[src/rtl/fetch_lmsm_stage_if.sv]
// Fetch-to-decode bundle: redirect/stall control, instruction-memory port and the IF/ID register outputs.
interface fetch_lmsm_stage_if;
  logic        stall;
  logic        redirect;
  logic [15:0] redirect_pc;
  logic [15:0] imem_addr;
  logic [15:0] imem_data;
  logic        modify_ir;
  logic [15:0] ir_out;
  logic [15:0] pc_out;
  logic [15:0] pc_plus1;
  logic        valid_out;
  logic [2:0]  lm_index;
  logic        busy;

  modport slave (
    input  stall, redirect, redirect_pc, imem_data, modify_ir,
    output imem_addr, ir_out, pc_out, pc_plus1, valid_out, lm_index, busy
  );

  modport master (
    output stall, redirect, redirect_pc, imem_data, modify_ir,
    input  imem_addr, ir_out, pc_out, pc_plus1, valid_out, lm_index, busy
  );
endinterface

[src/rtl/fetch_lmsm_stage.sv]
// Fetch stage + IF/ID register; re-issues LM/SM once per mask bit while freezing the fetch PC.
module fetch_lmsm_stage #(
  parameter logic [15:0] RESET_PC = 16'h0000,
  parameter logic [15:0] NOP_IR   = 16'hF000
) (
  input  logic               clk,
  input  logic               reset,
  fetch_lmsm_stage_if.slave  bus
);

  typedef enum logic {S_FETCH, S_MULTI} state_t;

  state_t      r_state;
  logic [15:0] r_pc;
  logic [15:0] r_ir;
  logic [15:0] r_pc_out;
  logic [15:0] r_pc_plus1;
  logic        r_valid;
  logic [2:0]  r_lm_index;
  logic        r_busy;

  logic [7:0]  w_mask;
  logic [7:0]  w_mask_rest;
  logic        w_is_lmsm;
  logic        w_lm_more;

  // mask & (mask-1) drops the lowest set bit; non-zero means at least two bits remain
  assign w_mask      = r_ir[7:0];
  assign w_mask_rest = w_mask & (w_mask - 8'd1);
  assign w_is_lmsm   = (r_ir[15:13] == 3'b011);
  assign w_lm_more   = r_valid & w_is_lmsm & bus.modify_ir & (w_mask_rest != 8'd0);

  always_ff @(posedge clk) begin
    if (!reset) begin
      r_pc       <= RESET_PC;
      r_ir       <= NOP_IR;
      r_pc_out   <= 16'h0000;
      r_pc_plus1 <= 16'h0000;
      r_valid    <= 1'b0;
      r_lm_index <= 3'd0;
      r_state    <= S_FETCH;
      r_busy     <= 1'b0;
    end else if (bus.redirect) begin
      r_pc       <= bus.redirect_pc;
      r_ir       <= NOP_IR;
      r_valid    <= 1'b0;
      r_lm_index <= 3'd0;
      r_state    <= S_FETCH;
      r_busy     <= 1'b0;
    end else if (bus.stall) begin
      r_state <= r_state;
    end else if (w_lm_more) begin
      r_ir       <= {r_ir[15:8], w_mask_rest};
      r_lm_index <= r_lm_index + 3'd1;
      r_state    <= S_MULTI;
      r_busy     <= 1'b1;
    end else begin
      r_ir       <= bus.imem_data;
      r_pc_out   <= r_pc;
      r_pc_plus1 <= r_pc + 16'd1;
      r_valid    <= 1'b1;
      r_pc       <= r_pc + 16'd1;
      r_lm_index <= 3'd0;
      r_state    <= S_FETCH;
      r_busy     <= 1'b0;
    end
  end

  assign bus.imem_addr = r_pc;
  assign bus.ir_out    = r_ir;
  assign bus.pc_out    = r_pc_out;
  assign bus.pc_plus1  = r_pc_plus1;
  assign bus.valid_out = r_valid;
  assign bus.lm_index  = r_lm_index;
  assign bus.busy      = r_busy;

endmodule
[src/flat_wrapper.sv]
// flat-port wrapper written by rule: the top's interface ports become plain ports
module fetch_lmsm_stage_flat 
#(
  parameter logic [15:0] RESET_PC = 16'h0000,
  parameter logic [15:0] NOP_IR   = 16'hF000
)
  (clk, reset, bus_stall, bus_redirect, bus_redirect_pc, bus_imem_data, bus_modify_ir, bus_imem_addr, bus_ir_out, bus_pc_out, bus_pc_plus1, bus_valid_out, bus_lm_index, bus_busy);
  fetch_lmsm_stage_if bus_i ();
  input  logic clk;
  input  logic reset;
  input wire logic [$bits(bus_i.stall)-1:0] bus_stall;
  input wire logic [$bits(bus_i.redirect)-1:0] bus_redirect;
  input wire logic [$bits(bus_i.redirect_pc)-1:0] bus_redirect_pc;
  input wire logic [$bits(bus_i.imem_data)-1:0] bus_imem_data;
  input wire logic [$bits(bus_i.modify_ir)-1:0] bus_modify_ir;
  output wire logic [$bits(bus_i.imem_addr)-1:0] bus_imem_addr;
  output wire logic [$bits(bus_i.ir_out)-1:0] bus_ir_out;
  output wire logic [$bits(bus_i.pc_out)-1:0] bus_pc_out;
  output wire logic [$bits(bus_i.pc_plus1)-1:0] bus_pc_plus1;
  output wire logic [$bits(bus_i.valid_out)-1:0] bus_valid_out;
  output wire logic [$bits(bus_i.lm_index)-1:0] bus_lm_index;
  output wire logic [$bits(bus_i.busy)-1:0] bus_busy;
  assign bus_i.stall = bus_stall;
  assign bus_i.redirect = bus_redirect;
  assign bus_i.redirect_pc = bus_redirect_pc;
  assign bus_i.imem_data = bus_imem_data;
  assign bus_i.modify_ir = bus_modify_ir;
  assign bus_imem_addr = bus_i.imem_addr;
  assign bus_ir_out = bus_i.ir_out;
  assign bus_pc_out = bus_i.pc_out;
  assign bus_pc_plus1 = bus_i.pc_plus1;
  assign bus_valid_out = bus_i.valid_out;
  assign bus_lm_index = bus_i.lm_index;
  assign bus_busy = bus_i.busy;
  fetch_lmsm_stage #(.RESET_PC(RESET_PC), .NOP_IR(NOP_IR)) u_core (.clk(clk), .reset(reset), .bus(bus_i));
endmodule
[config.mk]
export PLATFORM = sky130hd
export DESIGN_NAME = fetch_lmsm_stage_flat
export DESIGN_NICKNAME = d
export VERILOG_FILES = /design/src/rtl/fetch_lmsm_stage_if.sv /design/src/rtl/fetch_lmsm_stage.sv /design/src/flat_wrapper.sv
export SDC_FILE = /design/constraint.sdc
export NUM_CORES = 1
export LEC_CHECK = 0
export BUFFER_PORTS_ARGS = -buffer_cell sky130_fd_sc_hd__buf_2
export CAP_MARGIN = 30
export CORE_MARGIN = 8
export CORE_UTILIZATION = 35
export CTS_BUF_LIST = sky130_fd_sc_hd__clkbuf_4
export DETAILED_ROUTE_END_ITERATION = 10
export PLACE_DENSITY = 0.71
export SKIP_LAST_GASP = 1
export SYNTH_ARGS = -nofsm -noshare
export SYNTH_HDL_FRONTEND = slang
export SYNTH_SLANG_ARGS = --single-unit
[constraint.sdc]
create_clock -name clk -period 5.9 [get_ports clk]
set_clock_uncertainty 0.1 [all_clocks]
set_input_delay 0.295 -clock clk [delete_from_list [all_inputs] [get_ports clk]]
set_output_delay 0.295 -clock clk [all_outputs]
set_load 0.02 [all_outputs]
Word-level counts from Yosys, hierarchy flattened
Index checks and enable logic that the tools add are counted.
{ "totals": {"ramBits": 0, "latchBits": 0, "mem_count": 0, "output_inout_bits": 69, "word_cells": 33, "in_bits": 37, "reg_bits": 69, "rom_bits": 0} }
{ "op_classes": {"addsub": 3, "div_mod_pow": 0, "eq_ne": 3, "n_mul": 0, "n_lt_le_gt_ge": 0, "muxes": 6, "shifts": 0, "bitwise": 8, "reduce_logical": 5} }
{ "ops": {"columns": ["op", "n"], "rows": [
  ["$mux W16", 3],
  ["$add A16 B1 Y16 const B", 1],
  ["$and A8 B8 Y8", 1],
  ["$mux W8", 1],
  ["$reduce_bool A8 Y1", 1],
  ["$sub A8 B1 Y8 const B", 1],
  ["$not A1 Y1", 4],
  ["$reduce_and A2 Y1", 2],
  ["$add A3 B1 Y3 const B", 1],
  ["$and A1 B1 Y1", 3],
  ["$eq A3 B2 Y1 const B", 1],
  ["$mux W3", 1],
  ["$reduce_and A3 Y1", 1],
  ["$ne A2 B1 Y1 const B", 1],
  ["$ne A2 B2 Y1 const B", 1],
  ["$reduce_or A2 Y1", 1],
  ["$mux W1", 1]
]} }

Longest topological paths before layout
Gate-level depths: netlist of the first run.
{ "depth": {"word_depth": 7, "depth_mapped": 9, "depth_no_buf": 7} }

Worst setup path before layout of the first run
OpenSTA, ideal clock, no wires.
{ "synth_timing": {"path_type": "reg2reg", "from": "register u_core.r_ir[3], in the netlist u_core.bus.ir_out[3]", "to": "register u_core.r_pc_plus1[15], in the netlist u_core.bus.pc_plus1[15]", "setup_time_ps": 116, "setup_slack_ps": 3534, "path_stages_with_launch": 10, "path_buffers": 3, "t_arrival_ps": 2150, "period_less_slack_ps": 2366, "path_cell_list": "dfxtp_1 -> or4_1 -> o32ai_1 -> o22ai_2 -> a211oi_2 -> buf_4 -> buf_8 -> buf_8 -> nand2_1 -> o211a_1"} }
{ "synth_via": {"elab_chain_cells": 6} }
{ "synth_lines": {"columns": ["item", "line", "source"], "rows": [
  ["start, declared", "fetch_lmsm_stage.sv:15", "logic [15:0] r_ir;"],
  ["start signal, assigned", "fetch_lmsm_stage.sv:53", "r_ir <= {r_ir[15:8], w_mask_rest};"],
  ["start signal, assigned", "fetch_lmsm_stage.sv:58", "r_ir <= bus.imem_data;"],
  ["$sub A8 B1 Y8", "fetch_lmsm_stage.sv:29", "assign w_mask_rest = w_mask & (w_mask - 8'd1);"],
  ["$and A8 B8 Y8 (*)", "fetch_lmsm_stage.sv:29", null],
  ["$reduce_bool A8 Y1 (*)", "fetch_lmsm_stage.sv:31", "assign w_lm_more = r_valid & w_is_lmsm & bus.modify_ir & (w_mask_rest != 8'd0);"],
  ["$and A1 B1 Y1 (*)", "fetch_lmsm_stage.sv:31", null],
  ["$not A1 Y1 (no source line) (*)", null, null],
  ["$reduce_and A3 Y1 (no source line) (*)", null, null],
  ["end signal, assigned", "fetch_lmsm_stage.sv:60", "r_pc_plus1 <= r_pc + 16'd1;"],
  ["end, declared", "fetch_lmsm_stage.sv:17", "logic [15:0] r_pc_plus1;"]
]} }
Mark *: on every way between the ends. The rest lies on a longest branch, timed or not.
A chain may end at the register's enable or synchronous reset.

Worst setup path in the final report of the first run
{ "layout_timing": {"from": "register u_core.r_ir[3], in the netlist u_core.bus.ir_out[3]", "to": "register u_core.r_pc_plus1[0], in the netlist u_core.bus.pc_plus1[0]"} }
Same word-level chain as after synthesis.

==> results of run 1 <==
[worst max-delay path by stage]
stage	from	endpoint	slack [ns]	depth (start not counted)
4_1_cts	u_core.bus.ir_out[3]	u_core.bus.pc_plus1[0]	2.81	7
5_1_grt	u_core.bus.ir_out[3]	u_core.bus.pc_plus1[0]	2.61	7
3_3_place_gp	u_core.bus.ir_out[3]	u_core.bus.pc_out[6]	2.99	7
3_5_place_dp	u_core.bus.ir_out[3]	u_core.bus.pc_out[6]	2.82	7
6_report	u_core.bus.ir_out[3]	u_core.bus.pc_plus1[0]	2.83	7
2_1_floorplan	u_core.bus.ir_out[3]	u_core.bus.pc_plus1[15]	3.53	9
[area by class of cell]
class	instances	area (um2)
repair buffers	121	689
inverters	7	26.3
clock buffers	9	67.6
clock inverters	6	88.8
diodes	1	2.50
multi-input cells	249	1630
well taps	108	135
fillers	882	4740
flip-flops and latches	69	1380
[power groups by stage]
stage / clock network, uW / registers, uW / logic (uW)
after floorplan: 0 / 544 / 76.5
after global placement: 0 / 523 / 145
after detailed placement: 0 / 524 / 149
after CTS: 352 / 513 / 156
after global routing: 374 / 517 / 169
final: 343 / 513 / 155
[synthesized netlist by cell type]
master,count,area (um2)
a2111oi_2,1,15.0
a21oi_1,33,165
a21oi_2,1,8.76
a211oi_2,5,62.6
a22oi_1,1,7.51
o22ai_2,1,12.5
or3b_1,1,8.76
nor2_1,15,56.3
mux2i_1,21,210
or4_1,1,7.51
o21a_1,2,15.0
a2111oi_1,1,10.0
buf_4,1,7.51
and4_1,1,8.76
ha_1,2,25.0
inv_1,7,26.3
a211oi_1,6,45.0
and3_1,1,6.26
maj3_1,1,10.0
nand3b_1,4,30.0
o21ai_0,26,130
o31ai_1,6,45.0
dfxtp_1,69,1380
a31oi_1,3,18.8
o211ai_1,1,7.51
a32oi_1,2,17.5
a21o_1,2,15.0
and2_1,3,18.8
nand2_1,36,135
nor3_1,3,15.0
buf_2,3,15.0
nand4_1,4,25.0
clkbuf_1,19,71.3
buf_6,1,11.3
nor3b_1,1,7.51
or3_1,3,18.8
buf_8,3,45.0
nor2b_1,19,119
o32ai_1,1,8.76
nand3_1,11,55.1
xnor2_1,13,114
xor2_1,7,61.3
o211a_1,10,100
[worst register-to-register path, stage by stage (launching register included)]
cell and delay, ns:
dfxtp_1 0.39, or4_1 0.54, o32ai_1 0.18, o22ai_2 0.27, a211oi_4 0.67, buf_4 0.52
mux2i_1 0.23, and2_1 0.13
[stage by stage]
stage	power, uW	util	cells
finish	1010	0.459	570
global route	1060	0.459	570
CTS	1020	0.457	568
detailed placement	673	0.424	540
global placement	667	0.423	539
floorplan	621	-	352
[kinds of logic (layout without fill, tap and decap cells)]
group,count (synthesis),after routing,share of synthesized area
and+or+nand+nor,103,103,0.161
AOI/OAI and AO/OA,102,102,0.216
DFF,69,69,0.435
buffers and inverters,34,143,0.0556
muxes,21,21,0.0662
xor gates and xnor gates,20,20,0.0552
adders and majority gates,3,3,0.0110
other,0,1,0
[state kept, by name (all words and copies together) (netlist names)]
| signal | flops |
|---|---|
| u_core.bus.busy | 1 |
| u_core.bus.valid_out | 1 |
| u_core.bus.pc_out | 16 |
| u_core.bus.pc_plus1 | 16 |
| u_core.bus.lm_index | 3 |
| u_core.bus.ir_out | 16 |
| u_core.bus.imem_addr | 16 |
[routing by layer]
layer	vias to the layer above	wire [um]
met4	0	136
met2	87	4210
li1	1459	-
met5	-	0
met1	1363	4180
met3	10	533
==> flow_metrics.env, run 1 <==
export IMPL_wl_per_cell_um=15.9
export IMPL_swShare=0.287
export IMPL_initial_core_util=0.362
export IMPL_synthCells=352
export IMPL_hp_class="in2reg"
export IMPL_drc_errors=0
export IMPL_dieArea_um2=12400
export IMPL_cp_max_fo=34
export IMPL_die_height_um=111
export IMPL_sequentialPowerShare=0.507
export IMPL_detail_route_iter0_violations=159
export IMPL_cp_end_kind="register"
export IMPL_clkPwrFrac=0.339
export IMPL_clock_path_buffers=2
export IMPL_p_sw_uw=290
export IMPL_min_to="u_core.bus.ir_out[5]"
export IMPL_leakage_uw=0.00179
export IMPL_use_met1=0.178
export IMPL_crit_path_top_delay_cell="a211oi_4"
export IMPL_worst_slew_pin_slew_ns=0.830
export IMPL_root_buffer="clkbuf_4"
export IMPL_dr_pass1_iters=4
export IMPL_cts_tree="built"
export IMPL_rows=34
export IMPL_r2r_end="u_core.bus.pc_plus1[0]"
export IMPL_intPower_uw=722
export IMPL_routed_via_density=5.12
export IMPL_synth_seq_cells=69
export IMPL_path_class="reg2reg"
export IMPL_grt_use_met3=0.0411
export IMPL_clkTransAtPathRegs_ns=0.11
export IMPL_netlist_area_um2=3170
export IMPL_dr_total_vias=2919
export IMPL_cp_top_family="compound AO/OA/AOI/OAI gates"
export IMPL_grt_max_degree=49
export IMPL_io_buffers=105
export IMPL_p_comb_frac=0.153
export IMPL_layout_nets=496
export IMPL_setup_slack_ns=2.83
export IMPL_rsz0062_at_grt="false"
export IMPL_power_density_nw_per_um2=252
export IMPL_whs_path_depth=3
export IMPL_detailedPlace_worstSlack_ns=2.82
export IMPL_busiest_layer="met2"
export IMPL_use_met2=0.225
export IMPL_gp_congestion=0.734
export IMPL_wirelength_um=9070
export IMPL_finalInstanceArea_um2=4020
export IMPL_reg2reg_slack_ns=2.83
export IMPL_clock_sinks=69
export IMPL_ir_worst_vdd_uv=154
export IMPL_final_cell_mix="buf_2 (105), dfxtp_1 (69), nand2_1 (36)"
export IMPL_htree_levels=3
export IMPL_dieWidth_um=111
export IMPL_syn_avg_cell_area_um2=9.02
export IMPL_drive_above_1_share=0.286
export IMPL_synth_seq_area_share=0.435
export IMPL_cts_repair_resized=0
export IMPL_ios=106
export IMPL_slew_headroom=0.447
export IMPL_layout_commonest_cell="buf_2"
export IMPL_crit_reg2reg_launch="u_core.bus.ir_out[3]"
export IMPL_placed_area_um2=3720
export IMPL_timing_fmax_mhz=326
export IMPL_grt_pass1_vias=2856
export IMPL_grt_pass1_wl_um=14600
export IMPL_setup_viol=0
export IMPL_run_status="finished, final reports clean"
export IMPL_syn_num_nets=391
export IMPL_hold_slack_ns=0.0390
export IMPL_drv_cap=0
export IMPL_hp_start="bus_imem_data[5]"
export IMPL_grt_overflow=0
export IMPL_finalSetupTns_ns=0
export IMPL_core_area_um2=8760
export IMPL_cp_start_kind="register"
export IMPL_synthToLayoutAreaGrowth_pct=26.6
export IMPL_hold_buffers=13
export IMPL_synth_warning_count=0
export IMPL_worst_path_buf_inv=1
export IMPL_crit_chain="or4_1 -> o32ai_1 -> o22ai_2 -> a211oi_4 -> buf_4 -> mux2i_1 -> and2_1"
export IMPL_post_route_period_util=0.520
export IMPL_place_hpwl_um=6500
export IMPL_antenna_found_initial=1
export IMPL_clock_latency_ns=0.42
export IMPL_final_min_clock_period_ns=3.07
export IMPL_grt_total_usage=0.142
export IMPL_hold_violations=0
export IMPL_finalMaxSlewViolations=0
export IMPL_required_ns=6.16
export IMPL_cts_setup_buffers=0
export IMPL_r2r_cells=7
export IMPL_cts_buffers=9
export IMPL_arrival_ns=3.33
export IMPL_ys_types=43
export IMPL_critical_path_max_stage_delay_ns=0.66
export IMPL_ant_nets=0
Power figures use the tool's default switching activity.
==> run 2, diff against run 1 <==
Clock period 5.9 ns to 2.9 ns, I/O delays scaled along.
==> flow_metrics.env, run 2 (same netlist as run 1, synthesis figures left out) <==
export IMPL_hold_violations=0
export IMPL_run_status="finished, final reports clean"
export IMPL_path_class="reg2reg"
export IMPL_multi_input_area_um2=1630
export IMPL_grt_pass1_vias=3084
export IMPL_dp_cells=548
export IMPL_clkTransAtPathRegs_ns=0.12
export IMPL_place_hpwl_um=6660
export IMPL_grt_max_degree=49
export IMPL_final_min_clock_period_ns=2.57
export IMPL_rsz0062_at_grt="false"
export IMPL_drc_errors=0
export IMPL_drive_above_1_share=0.286
export IMPL_power_density_nw_per_um2=494
export IMPL_ant_nets=0
export IMPL_post_route_period_util=0.885
export IMPL_setup_viol=0
export IMPL_leakage_uw=0.00191
export IMPL_io_buffers=105
export IMPL_grt_pass1_wl_um=15400
export IMPL_dr_pass1_iters=5
export IMPL_grt_total_usage=0.149
export IMPL_timing_fmax_mhz=390
export IMPL_final_cell_count_no_fill=598
export IMPL_critical_path_max_stage_delay_ns=0.47
export IMPL_grt_overflow=0
export IMPL_wirelength_um=9370
export IMPL_root_buffer="clkbuf_4"
export IMPL_die_height_um=111
export IMPL_finalMaxSlewViolations=0
export IMPL_dieArea_um2=12400
export IMPL_cts_repair_resized=0
export IMPL_cts_tree="built"
export IMPL_gp_congestion=0.759
export IMPL_wl_per_cell_um=15.7
export IMPL_htree_levels=3
export IMPL_routed_via_density=5.17
export IMPL_layout_commonest_cell="buf_2"
export IMPL_dr_total_vias=3091
export IMPL_regArea_um2=1380
export IMPL_layout_nets=523
export IMPL_fill_cells=849
export IMPL_cts_setup_buffers=0
export IMPL_cp_max_fo=21
export IMPL_crit_path_top_delay_cell="or3_1"
export IMPL_synthToLayoutAreaGrowth_pct=34.6
export IMPL_hp_class="in2reg"
export IMPL_initial_core_util=0.362
export IMPL_clock_latency_ns=0.43
export IMPL_drv_cap=0
export IMPL_hold_buffers=33
export IMPL_ios=106
export IMPL_cp_start_kind="register"
export IMPL_worst_slew_pin_slew_ns=0.731
export IMPL_clock_sinks=69
export IMPL_rows=34
export IMPL_antenna_found_initial=1
export IMPL_ir_worst_vdd_uv=258
export IMPL_final_cell_mix="buf_2 (105), dfxtp_1 (69), nand2_1 (36)"
export IMPL_arrival_ns=2.84
export IMPL_dieWidth_um=111
export IMPL_detail_route_iter0_violations=188
export IMPL_required_ns=3.18
export IMPL_cts_buffers=9
export IMPL_clock_path_buffers=2
export IMPL_crit_chain="or3_1 -> a211oi_2 -> o22ai_2 -> a211oi_4 -> buf_4 -> mux2i_1 -> and2_1"
export IMPL_finalSetupTns_ns=0
export IMPL_slew_headroom=0.512
export IMPL_cp_end_kind="register"
export IMPL_core_area_um2=8760
## run 2: final timing paths
check                                           start                      end  slack, ns  cells past startpoint
worst max-delay path             u_core.bus.ir_out[0]   u_core.bus.pc_plus1[0]       0.33                      7
worst min register to register  u_core.bus.ir_out[10]    u_core.bus.ir_out[10]       0.39                      2
worst min-delay path                     bus_redirect  u_core.bus.imem_addr[4]       0.04                      3
worst max register to register   u_core.bus.ir_out[0]   u_core.bus.pc_plus1[0]       0.33                      7
## run 2: cell type report
type | instances | share of cell area
clock buffers | 9 | 0.0158
flip-flops and latches | 69 | 0.323
repair buffers | 148 | 0.218
clock inverters | 7 | 0.0231
well taps | 108 | 0.0316
inverters | 7 | 0.00615
diodes | 1 | 0.000586
multi-input cells | 249 | 0.381
## run 2: layer usage
metal | share of wire | track usage | routed length [um]
met5 | 0 | 0 | 0
met4 | 0.016 | 0.0649 | 150
met3 | 0.055 | 0.0368 | 514
met2 | 0.47 | 0.236 | 4380
met1 | 0.46 | 0.188 | 4320
## run 2: where the power goes
part | internal (uW) | total (uW) | switching (uW)
combinational | 150 | 341 | 191
sequential | 993 | 1040 | 50.5
clock | 353 | 724 | 371
## run 2: metrics by stage
stage / total power [uW] / setup slack, ns / hold WS [ns] / cell area [um2] / util
finish: 2110 / 0.333 / 0.0449 / 4270 / 0.487
global route: 2210 / 0.185 / 0.0246 / 4270 / 0.487
CTS: 2130 / 0.311 / 0.0159 / 4270 / 0.487
detailed placement: 1370 / 0.326 / 0.263 / 3770 / 0.430
global placement: 1360 / 0.499 / 0.251 / 3770 / 0.430
floorplan: 1260 / 0.534 / 0.167 / 3170 / -
## run 2: worst max-delay path: cells and delay by family (launching register included)
family / cells / cell delay [ns]
AOI/OAI and AO/OA: 3 / 0.82
and+or+nand+nor: 2 / 0.61
DFF: 1 / 0.39
buffers and inverters: 1 / 0.35
muxes: 1 / 0.24
==> run 3, diff against run 2 <==
--- a/config.mk
+++ b/config.mk
@@ -10,6 +10,6 @@
 export CORE_MARGIN = 8
-export CORE_UTILIZATION = 35
+export CORE_UTILIZATION = 40
 export CTS_BUF_LIST = sky130_fd_sc_hd__clkbuf_4
 export DETAILED_ROUTE_END_ITERATION = 10
-export PLACE_DENSITY = 0.71
+export PLACE_DENSITY = 0.78
 export SKIP_LAST_GASP = 1
==> constraint.sdc (replaced) <==
create_clock -name clk -period 2.88 [get_ports clk]
set_clock_uncertainty 0.1 [all_clocks]
set_input_delay 0.576 -clock clk [delete_from_list [all_inputs] [get_ports clk]]
set_output_delay 0.576 -clock clk [all_outputs]
set_load 0.02 [all_outputs]
==> flow_metrics.env, run 3 (same netlist as run 1, synthesis figures left out) <==
export IMPL_dr_total_vias=2938
export IMPL_cts_repair_resized=0
export IMPL_rows=32
export IMPL_arrival_ns=2.77
export IMPL_dieWidth_um=105
export IMPL_hold_violations=0
export IMPL_ant_nets=0
export IMPL_htree_levels=3
export IMPL_finalSetupTns_ns=0
export IMPL_initial_core_util=0.411
export IMPL_use_met2=0.254
export IMPL_root_buffer="clkbuf_4"
export IMPL_path_class="reg2reg"
export IMPL_dieArea_um2=11000
export IMPL_clock_sinks=69
export IMPL_clock_path_buffers=2
export IMPL_grt_max_degree=48
export IMPL_slew_headroom=0.510
export IMPL_setup_viol=0
export IMPL_place_hpwl_um=6300
export IMPL_detailedPlace_worstSlack_ns=0.349
export IMPL_diodes=0
export IMPL_layout_commonest_cell="buf_2"
export IMPL_required_ns=3.11
export IMPL_grt_pass1_vias=2878
export IMPL_grt_overflow=0
export IMPL_cts_setup_buffers=0
export IMPL_clkTransAtPathRegs_ns=0.12
export IMPL_leakage_uw=0.00175
export IMPL_cp_start_kind="register"
export IMPL_power_density_nw_per_um2=492
export IMPL_busiest_layer="met2"
export IMPL_dr_pass1_iters=5
export IMPL_wirelength_um=8730
export IMPL_dp_cells=541
export IMPL_reg2reg_slack_ns=0.34
export IMPL_rsz0062_at_grt="false"
export IMPL_timing_fmax_mhz=394
export IMPL_antenna_found_initial=0
export IMPL_clock_latency_ns=0.41
export IMPL_setup_slack_ns=0.341
export IMPL_worst_slew_pin_slew_ns=0.735
export IMPL_core_area_um2=7730
export IMPL_finalMaxSlewViolations=0
export IMPL_drc_errors=0
export IMPL_cp_end_kind="register"
export IMPL_final_cell_mix="buf_2 (105), dfxtp_1 (69), nand2_1 (36)"
export IMPL_gp_congestion=0.801
export IMPL_detail_route_iter0_violations=184
export IMPL_hold_buffers=0
export IMPL_run_status="finished, final reports clean"
export IMPL_drive_above_1_share=0.305
export IMPL_cts_tree="built"
export IMPL_ios=106
export IMPL_final_cell_count_no_fill=557
export IMPL_layout_nets=489
export IMPL_use_met1=0.188
export IMPL_grt_use_met3=0.0534
export IMPL_grt_total_usage=0.155
export IMPL_routed_via_density=5.27
export IMPL_synthToLayoutAreaGrowth_pct=22.5
export IMPL_power_total_uw=1910
export IMPL_die_height_um=105
export IMPL_wl_per_cell_um=15.7
export IMPL_post_route_period_util=0.882
export IMPL_ir_worst_vdd_uv=250
export IMPL_drv_cap=0
export IMPL_final_min_clock_period_ns=2.54
export IMPL_hold_slack_ns=0.270
export IMPL_cts_buffers=9
export IMPL_io_buffers=105
export IMPL_grt_pass1_wl_um=14400
export IMPL_cp_max_fo=13
export IMPL_hp_class="in2reg"
[run 3: cell count changes in the layout (fill, tap and decap cells not counted), sizes merged]
cell	change
dlygate4sd3	-33
bufinv	-2
buf	-1
clkinv	+1
clkinvlp	+1
diode	-1
[run 3: layer usage]
layer / vias up / wire length (um)
met3: 8 / 558
li1: 1443 / -
met1: 1396 / 3930
met5: - / 0
met2: 91 / 4160
met4: 0 / 85
[run 3: area by class of cell]
| cell class | instances | area (um2) |
|---|---|---|
| sequential | 69 | 1380 |
| timing repair buffer | 114 | 606 |
| tap | 102 | 128 |
| clock inverter | 7 | 51.3 |
| fill | 736 | 3840 |
| clock buffer | 9 | 67.6 |
| multi-input combinational | 249 | 1630 |
| inverter | 7 | 26.3 |
[run 3: where the power goes]
group          internal [uW]  switching (uW)
clock network            180             375
registers               1000            48.1
logic                    125             185
total                   1300             609
[run 3: worst paths after layout]
check / startpoint / cells after the start / endpoint
max reg2reg: u_core.bus.ir_out[1] / 7 / u_core.bus.ir_out[11]
min reg2reg: u_core.bus.valid_out / 2 / u_core.bus.valid_out
max: u_core.bus.ir_out[1] / 7 / u_core.bus.ir_out[11]
min: bus_imem_data[13] / 3 / u_core.bus.ir_out[13]
[run 3: worst max-delay path: stages (launching register included)]
cell     delay (ns)
dfxtp_1        0.44
or3_1          0.23
o32ai_1        0.12
o22ai_2        0.50
and2_1         0.52
buf_4          0.26
o21ai_0        0.09
a21oi_1        0.18
[run 3: through the flow]
stage	utilization	cell area, um2
final	0.503	3890
after global routing	0.503	3890
after CTS	0.503	3890
after detailed placement	0.488	3770
after global placement	0.488	3770
after floorplan	-	3170
